## src/rtl/serial_tx_pkg.sv

```systemverilog
// serial_tx_pkg: shared states and framing constants for the serial transmitter
package serial_tx_pkg;
  typedef enum logic [2:0] {IDLE, PREP, LOAD, START, DATA, STOP, PARITY} state_t;
  localparam int DATA_BITS = 8;
  localparam logic STOP_LEVEL = 1'b1;
  localparam logic START_LEVEL = 1'b0;
endpackage

```

## src/rtl/serial_bit_timer.sv

```systemverilog
// serial_bit_timer: bit-period counter with clear and a terminal-count flag at CLKS_PER_BIT-1
module serial_bit_timer #(
  parameter int CLKS_PER_BIT = 434,
  parameter int CNT_W = 16
) (
  input  logic CLOCK_50,
  input  logic Reset,
  input  logic clear,
  output logic tc
);
  logic [CNT_W-1:0] cnt;
  assign tc = cnt == CNT_W'(CLKS_PER_BIT - 1);
  // count up, restarting on clear or after the terminal count so it never exceeds CLKS_PER_BIT-1
  always_ff @(posedge CLOCK_50) begin
    cnt <= (Reset || clear || tc) ? '0 : cnt + 1'b1;
  end
endmodule

```

## src/rtl/serial_tx_controller.sv

```systemverilog
// serial_tx_controller: sequences a PISO into start/data/stop frames; define SERIAL_TX_PARITY_EN for an even parity bit
module serial_tx_controller
  import serial_tx_pkg::*;
#(
  parameter int CLKS_PER_BIT = 434,
  parameter int CNT_W = 16
) (
  input  logic       CLOCK_50,
  input  logic       Reset,
  input  logic [7:0] Tx_Data,
  input  logic       Tx_Valid,
  output logic       Tx_Ready,
  output logic [7:0] Piso_Parallel_Data,
  output logic       Piso_Load,
  output logic       Piso_Shift,
  input  logic       Piso_Serial_In,
  output logic       Tx_Line,
  output logic       Busy
);
  state_t state, state_n;
  logic [7:0] hold;
  logic [2:0] idx;
  logic tc, last, tail_line;
  assign last = idx == 3'(DATA_BITS - 1);
  serial_bit_timer #(.CLKS_PER_BIT(CLKS_PER_BIT), .CNT_W(CNT_W)) u_timer (
    .CLOCK_50(CLOCK_50),
    .Reset(Reset),
    .clear(state_n != state),
    .tc(tc)
  );
`ifdef SERIAL_TX_PARITY_EN
  assign tail_line = state == PARITY ? ^hold : STOP_LEVEL;
`else
  assign tail_line = STOP_LEVEL;
`endif
  // state register, held byte and data bit index
  always_ff @(posedge CLOCK_50) begin
    if (Reset) begin
      state <= IDLE;
      hold <= '0;
      idx <= '0;
    end else begin
      state <= state_n;
      if (state == IDLE && Tx_Valid) hold <= Tx_Data;
      idx <= state != DATA ? '0 : tc ? idx + 1'b1 : idx;
    end
  end
  // next state and Moore output decode
  always_comb begin
    state_n = state;
    case (state)
      IDLE:   state_n = Tx_Valid ? PREP : IDLE;
      PREP:   state_n = LOAD;
      LOAD:   state_n = START;
      START:  state_n = tc ? DATA : START;
`ifdef SERIAL_TX_PARITY_EN
      DATA:   state_n = tc && last ? PARITY : DATA;
      PARITY: state_n = tc ? STOP : PARITY;
`else
      DATA:   state_n = tc && last ? STOP : DATA;
`endif
      STOP:   state_n = tc ? IDLE : STOP;
      default: state_n = IDLE;
    endcase
    Tx_Ready = state == IDLE;
    Busy = state != IDLE;
    Piso_Load = state == LOAD;
    Piso_Shift = state == DATA && tc && !last;
    Piso_Parallel_Data = hold;
    Tx_Line = state == START ? START_LEVEL : state == DATA ? Piso_Serial_In : tail_line;
  end
endmodule

```

## config.mk

```make
export PLATFORM = sky130hd
export DESIGN_NAME = serial_tx_controller
export DESIGN_NICKNAME = d
export VERILOG_FILES = /design/src/rtl/serial_tx_pkg.sv /design/src/rtl/serial_bit_timer.sv /design/src/rtl/serial_tx_controller.sv
export SDC_FILE = /design/constraint.sdc
export NUM_CORES = 1
export LEC_CHECK = 0
export BUFFER_PORTS_ARGS = -buffer_cell sky130_fd_sc_hd__buf_4
export CAP_MARGIN = 0
export CORE_MARGIN = 2
export CORE_UTILIZATION = 49
export DETAILED_ROUTE_END_ITERATION = 7
export PLACE_DENSITY = 0.82
export SETUP_SLACK_MARGIN = 0.1
export SLEW_MARGIN = 20
export SYNTH_ARGS = -nofsm -noshare
export SYNTH_HDL_FRONTEND = slang
export SYNTH_SLANG_ARGS = --single-unit
```

## constraint.sdc

```tcl
create_clock -name CLOCK_50 -period 1.65 [get_ports CLOCK_50]
set_input_delay 0.2475 -clock CLOCK_50 [delete_from_list [all_inputs] [get_ports CLOCK_50]]
set_output_delay 0.2475 -clock CLOCK_50 [all_outputs]
set_load 0.01 [all_outputs]
```

==> reports/qor.tcl, run 1 <==
set qor(drt-vias-per-instance) 5.63
set qor(nets_in_the_synthesized_netlist) 175
set qor(syn-cell-area_mm2) 0.00139
set qor(skew_ps) 16.3
set qor(min_delay_path_depth) 3
set qor(total_leakage_power_nw) 0.724
set qor(vias) 1305
set qor(worst_skew_pair.late_latency_ps) 340
set qor(track_usage_pct) 22.9
set qor(fin_nets) 216
set qor(post_synth_inst_count) 159
set qor(cts.htree.levels) 2
set qor(final_max_slew_viol_count) 0
set qor(numCtsBuffers) 5
set qor(synth_async_sr_flop_share_pct) 0
set qor(cts_max_path_buffers) 2
set qor(cp-start-kind) {register}
set qor(cp_common_cell) {buf_6}
set qor(synthDistinctLibCells) 35
set qor(overall_overflow_remaining_after_global_route) 0
set qor(vdd_drop_max_mv) 0.712
set qor(number_of_enable_flip_flop_cells_after_synthesis) 0
set qor(antenna-diode-count) 0
set qor(flow.area_growth_from_synthesis_pct) 38.8
set qor(worst_path_largest_cell_delay_ps) 370
set qor(placement.io_buffers) 24
set qor(power.density_mw_per_mm2) 741
set qor(seq_area_frac_synth_pct) 43.2
set qor(number_of_global_route_vias_before_repair) 1267
set qor(post_drt_wl_per_cell_um) 16.3
set qor(postLayoutSetupSlackWorst_ps) -225
set qor(worst_pin_slew_ps) 327
set qor(cts_sinks) 30
set qor(max_frequency_mhz) 533
set qor(rows) 19
set qor(ant_nets) 0
set qor(worst_r2r_startpoint) {u_timer.cnt[6]}
set qor(ff2ff_path_depth) 8
set qor(failed_checks) {setup timing}
set qor(report.final.setup_viol) 20
set qor(cap_violations) 0
set qor(post-synth-top-area-fraction_pct) 43.2
set qor(final.hold.worst_slack_ps) 144
set qor(die_extent_in_y_um) 57.3
set qor(cp_num_buf_inv) 4
set qor(synth_largest_area_cell) {dfxtp_1}
set qor(design.portCount) 25
set qor(post_layout_nonfiller_instances) 232
set qor(core_region_area_mm2) 0.00273
set qor(number_of_antenna_violations_at_the_first_check_in_global_routing) 0
set qor(outcome) {finished with violations}
set qor(fp.dieW_um) 57.3
set qor(final_critical_delay_including_setup_and_external_delays_ps) 1880
set qor(detailedRoute.firstPassIterationCount) 4
set qor(worstHoldPathType) {input pin to register}
set qor(report.final.hold_viol_count) 0
set qor(cts.root.buffer_cell) {clkbuf_4}
set qor(yosys.cell_count.top_type) {dfxtp_1}
set qor(synth.ff_latch_count) 30
set qor(launch_point_of_the_critical_path) {u_timer.cnt[6]}
set qor(cts_tree) {done}
set qor(slew_headroom_pct) 78.0
set qor(post_dp_hpwl_mm) 2.22
set qor(ys_top_cells_by_area) {dfxtp_1 (43%), nand2_1 (5.9%), nor2_1 (5.9%), xnor2_1 (5.0%), xor2_1 (4.4%)}
set qor(timing.critical_path.to_type) {register}
set qor(placed_cells) 216
set qor(die-area_mm2) 0.00328
set qor(detail_route.wirelength_mm) 3.78
set qor(path_clk_slew_ps) 100
set qor(crit_required_ps) 1880
set qor(min-delay-start) {Tx_Data[6]}
set qor(floorplan.initialDensity_pct) 50.9
set qor(grt_setup_unrepaired) {true}
set qor(critical_path_cell_count) 8
set qor(cpMaxStageDelayCell) {dfxtp_4}
set qor(drive_gt1_share_pct) 37.8
set qor(gp_routability_congestion) 0.805
set qor(period_utilization_pct) 114
set qor(grt_first_pass_wirelength_mm) 5.63
set qor(synth_warnings) 0
set qor(crit_arrival_ps) 2110
set qor(detail_route.drc_violations) 0
set qor(criticalPathCategory) {register to register}
set qor(post_synth.cell_area_avg_um2) 8.75
set qor(worstPathCellList) {nor4_4 > nand4_4 > buf_4 > buf_6 > buf_6 > nand3b_1 > clkbuf_16 > nor2_1}
set qor(grt_max_degree) 17
set qor(timing.critical_path.fanout_max) 8
set qor(cpLargestDelayFamily) {simple AND/OR/NAND/NOR gates}
set qor(leading_cell_types_by_count_after_synthesis) {dfxtp_1 (30), nand2_1 (22), nor2_1 (22)}
set qor(most_used_flip_flop_cell_after_synthesis) {dfxtp_1}
set qor(initialDrtViolationCount) 42
## worst paths after layout
check             slack, ps                     to
hold reg to reg         470  Piso_Parallel_Data[1]
setup / recovery       -230         u_timer.cnt[1]
hold / removal          140  Piso_Parallel_Data[6]
setup reg to reg       -230         u_timer.cnt[1]
## final cells by class
class,instances,area (µm²)
multi-input cells,116,840
fillers,190,802
flip-flops and latches,30,626
repair buffers,40,338
clock buffers,6,51.3
well taps,31,38.8
inverters,7,26.3
clock inverters,2,12.5
## worst min-delay path, stage by stage
cell	delay (ps)
buf_4	110
nand2_1	40
a21oi_1	50
## cells by family after synthesis
group,Yosys count,share of synthesized area (%)
adders and majority gates,4,3.60
muxes,2,1.44
xor gates and xnor gates,15,9.44
buffers and inverters,13,4.14
DFF,30,43.2
AOI/OAI and AO/OA,17,7.55
and+or+nand+nor,78,30.7
## metrics by stage
stage	setup TNS, ps	total power [mW]	setup slack (ps)	utilization (%)	area (µm²)
6_report	-3620	1.43	-225	70.7	1930
5_1_grt	-4420	1.48	-275	70.7	1930
4_1_cts	-152	1.41	-152	66.8	1830
3_5_place_dp	0	0.938	70.4	60.8	1660
3_3_place_gp	0	0.931	138	60.8	1660
2_1_floorplan	0	0.855	109	-	1400
## routing by layer
| layer | global-route usage [%] | vias to the layer above | routed length [µm] | part of all wire (%) |
|---|---|---|---|---|
| met3 | 7.71 | 12 | 132 | 3.5 |
| met5 | 0 | - | 0 | 0 |
| met1 | 24.5 | 634 | 1430 | 38 |
| met4 | 13.3 | 0 | 120 | 3.2 |
| met2 | 39.2 | 33 | 2090 | 55 |
| li1 | - | 626 | - | - |
## flip-flops by register name (all words and copies together) (netlist names)
| name | flops |
|---|---|
| u_timer.cnt | 16 |
| idx | 3 |
| Piso_Parallel_Data | 8 |
| state | 3 |
## what timing repair did
action,CTS,global route
resized for setup,21,17
pin swaps,4,4
cloned,0,1
hold buffers,0,0
endpoints found under the setup margin,5,24
hold endpoints to repair,0,0
buffers inserted,5,3
## cell usage in the layout (no fill, tap or decap), types with 6 or more instances in the layout
cell type / instances
a21oi_1: 9
xnor2_1: 8
buf_4: 36
nand4_1: 7
inv_1: 6
xor2_1: 7
nor2_1: 18
dfxtp_1: 20
nand2_1: 22
## power by group
part / switching, mW / leakage, nW / internal, mW / total, mW
logic: 0.0957 / 0.440 / 0.0992 / 0.195
clock network: 0.267 / 0.0343 / 0.204 / 0.471
registers: 0.0251 / 0.249 / 0.740 / 0.765
(Power assumes the default switching activity.)
==> run 2: changes to the inputs <==
--- a/config.mk
+++ b/config.mk
@@ -7,11 +7,9 @@
 export LEC_CHECK = 0
 export BUFFER_PORTS_ARGS = -buffer_cell sky130_fd_sc_hd__buf_4
 export CAP_MARGIN = 0
-export CORE_MARGIN = 2
 export CORE_UTILIZATION = 49
 export DETAILED_ROUTE_END_ITERATION = 7
 export PLACE_DENSITY = 0.82
-export SETUP_SLACK_MARGIN = 0.1
 export SLEW_MARGIN = 20
 export SYNTH_ARGS = -nofsm -noshare
 export SYNTH_HDL_FRONTEND = slang
==> reports/qor.tcl, run 2 (same netlist as run 1, synthesis figures left out) <==
set qor(vdd_drop_max_mv) 0.929 ;# +31%
set qor(mostFrequentLayoutCell) {buf_4}
set qor(placement.setup.worst_slack_ps) 37.1 ;# -33.4 ps
set qor(design.portCount) 25 ;# unchanged
set qor(number_of_global_route_vias_before_repair) 1076 ;# -15%
set qor(worst_skew_pair.late_latency_ps) 330 ;# about the same
set qor(grt_first_pass_wirelength_mm) 4.75 ;# -16%
set qor(fin_nets) 211 ;# -2.3%
set qor(detail_route.wirelength_mm) 2.98 ;# -21%
set qor(ant_nets) 0 ;# unchanged
set qor(crit_arrival_ps) 1570 ;# -540 ps
set qor(skew_ps) 11.3 ;# -5.00 ps
set qor(flow.area_growth_from_synthesis_pct) 29.6
set qor(report.final.hold_viol_count) 0 ;# unchanged
set qor(criticalPathCategory) {register to primary output}
set qor(timing.critical_path.fanout_max) 2 ;# -6
set qor(number_of_antenna_violations_at_the_first_check_in_global_routing) 0 ;# unchanged
set qor(number_of_flip_flops_under_the_largest_register_name) 16 ;# unchanged
set qor(cts.root.buffer_cell) {clkbuf_4}
set qor(drt-vias-per-instance) 5.31 ;# -5.5%
set qor(post_layout_nonfiller_instances) 226 ;# -2.6%
set qor(worstPathCellList) {inv_2 > ha_4 > nor3b_2 > buf_4 > nand4_4 > nor4b_2 > buf_4}
set qor(placed_cells) 216 ;# unchanged
set qor(max_frequency_mhz) 550 ;# +3.2%
set qor(worst_pin_slew_ps) 371 ;# +43.5 ps
set qor(timing.rr.end) {state[2]}
set qor(grt_util_met2_pct) 30.3 ;# -9.0 points
set qor(report.final.setup_viol) 2 ;# -90%
set qor(post_dp_hpwl_mm) 2.13 ;# -3.9%
set qor(detail_route.drc_violations) 0 ;# unchanged
set qor(cap_violations) 0 ;# unchanged
set qor(cts_max_path_buffers) 2 ;# unchanged
set qor(largest_register) {u_timer.cnt}
set qor(number_of_inserted_filler_cells_in_the_final_layout) 195 ;# +2.6%
set qor(postLayoutSetupSlackWorst_ps) -167 ;# +58.0 ps
set qor(cp-start-kind) {register}
set qor(placement.io_buffers) 24 ;# unchanged
set qor(total_leakage_power_nw) 0.694 ;# -4.2%
set qor(crit_required_ps) 1400 ;# -480 ps
set qor(core_region_area_mm2) 0.00259 ;# -5.3%
set qor(cp_common_cell) {buf_4}
set qor(vias) 1201 ;# -8.0%
set qor(antenna-diode-count) 0 ;# unchanged
set qor(grt_setup_unrepaired) {true}
set qor(layout_common_cells) {buf_4 (33), dfxtp_1 (24), nand2_1 (22), nor2_1 (21), a21oi_1 (9)}
set qor(groute.layer.met3.usage_pct) 6.09 ;# -1.6 points
set qor(cpMaxStageDelayCell) {dfxtp_2}
set qor(fp.dieW_um) 55.3 ;# -3.5%
set qor(worst_path_largest_cell_delay_ps) 330 ;# -40 ps
set qor(gr-max-usage-layer) {met2}
set qor(numCtsBuffers) 5 ;# unchanged
set qor(ff2ff_path_depth) 8 ;# unchanged
set qor(slew_headroom_pct) 75.1 ;# -2.9 points
set qor(gp_routability_congestion) 0.832 ;# +3.3%
set qor(detailedRoute.firstPassIterationCount) 4 ;# unchanged
set qor(floorplan.initialDensity_pct) 53.7 ;# +2.8 points
set qor(track_usage_pct) 19.7 ;# -3.2 points
set qor(hold_path_end) {Piso_Parallel_Data[5]}
set qor(fraction_of_met1_tracks_used_by_global_routing_pct) 24.8 ;# +0.25 points
set qor(min-delay-start) {Tx_Data[5]}
set qor(min_delay_path_depth) 3 ;# unchanged
set qor(post_drt_wl_per_cell_um) 13.2 ;# -19%
set qor(die-area_mm2) 0.00306 ;# -6.9%
set qor(power.density_mw_per_mm2) 774 ;# +4.4%
set qor(grt_max_degree) 17 ;# unchanged
set qor(path_clk_slew_ps) 100 ;# about the same
set qor(outcome) {finished with violations}
set qor(reg2reg_slack_ps) -10 ;# +220 ps
set qor(worst_r2r_startpoint) {u_timer.cnt[1]}
set qor(period_utilization_pct) 110 ;# -3.5 points
set qor(cts_tree) {done}
set qor(timing.critical_path.to_type) {primary output}
set qor(drive_gt1_share_pct) 31.6 ;# -6.2 points
set qor(final_max_slew_viol_count) 0 ;# unchanged
set qor(cpLargestDelayFamily) {simple AND/OR/NAND/NOR gates}
set qor(cp_num_buf_inv) 3 ;# -1
set qor(overall_overflow_remaining_after_global_route) 0 ;# unchanged
set qor(die_extent_in_y_um) 55.3 ;# -3.5%
set qor(cts.htree.levels) 2 ;# unchanged
set qor(rows) 18 ;# -1
set qor(final_critical_delay_including_setup_and_external_delays_ps) 1820 ;# -58.0 ps
set qor(worstHoldPathType) {input pin to register}
set qor(failed_checks) {setup timing}
set qor(initialDrtViolationCount) 40 ;# -4.8%
set qor(cts_sinks) 30 ;# unchanged
==> run 2: cell count changes in the layout (fill, tap and decap cells not counted), moves of 2 or more <==
cell / change
dfxtp_4: -5
dfxtp_1: +4
nor2_4: -4
buf_4: -3
nor2_1: +3
buf_6: -2
==> run 2: final cells by class <==
| class | instances | area, µm² | area share [%] |
|---|---|---|---|
| repair buffers | 35 | 293 | 16.2 |
| clock buffers | 7 | 55.1 | 3.05 |
| flip-flops and latches | 30 | 608 | 33.7 |
| clock inverters | 1 | 5.00 | 0.278 |
| multi-input cells | 116 | 778 | 43.2 |
| well taps | 30 | 37.5 | 2.08 |
| inverters | 7 | 26.3 | 1.46 |
==> run 2: where the power goes <==
group / internal, mW / switching, mW
logic: 0.0944 / 0.0893
registers: 0.745 / 0.0193
clock network: 0.206 / 0.241
==> run 2: tightest hold or removal path: cells and delay by family <==
family          cells  cell delay, ps
compound gates      1              50
buf+inv             1             100
simple gates        1              40
==> run 2: how the worst max path moves through the flow <==
stage,startpoint,to,slack (ps),depth (start not counted)
2_1_floorplan,u_timer.cnt[0],state[2],-0.09,5
6_report,u_timer.cnt[1],Piso_Shift,-170,7
4_1_cts,u_timer.cnt[1],Piso_Shift,-220,7
3_5_place_dp,u_timer.cnt[1],state[2],40,7
5_1_grt,u_timer.cnt[1],Piso_Shift,-250,7
3_3_place_gp,u_timer.cnt[1],Piso_Shift,100,7
==> run 2: repair_timing <==
item	CTS	global route
gates resized for setup	10	7
setup buffers	2	0
pin swaps	3	4
hold buffers	0	0
setup endpoints to repair	1	24
gates cloned	0	1
==> run 2: routing by layer <==
metal | vias up | share of wire (%)
met5 | - | 0
met4 | 0 | 1.1
met3 | 3 | 4.7
met2 | 31 | 48
met1 | 550 | 46
li1 | 617 | -
==> run 2: stage by stage <==
| step | hold slack [ps] | instance area [µm²] | power [mW] | util, % | TNS, ps |
|---|---|---|---|---|---|
| 3_5_place_dp | 450 | 1660 | 0.941 | 64.3 | 0 |
| 5_1_grt | 140 | 1800 | 1.46 | 69.6 | -829 |
| 6_report | 155 | 1800 | 1.40 | 69.6 | -173 |
| 3_3_place_gp | 443 | 1660 | 0.934 | 64.3 | 0 |
| 4_1_cts | 134 | 1770 | 1.40 | 68.3 | -311 |
| 2_1_floorplan | 337 | 1400 | 0.855 | - | -0.0885 |
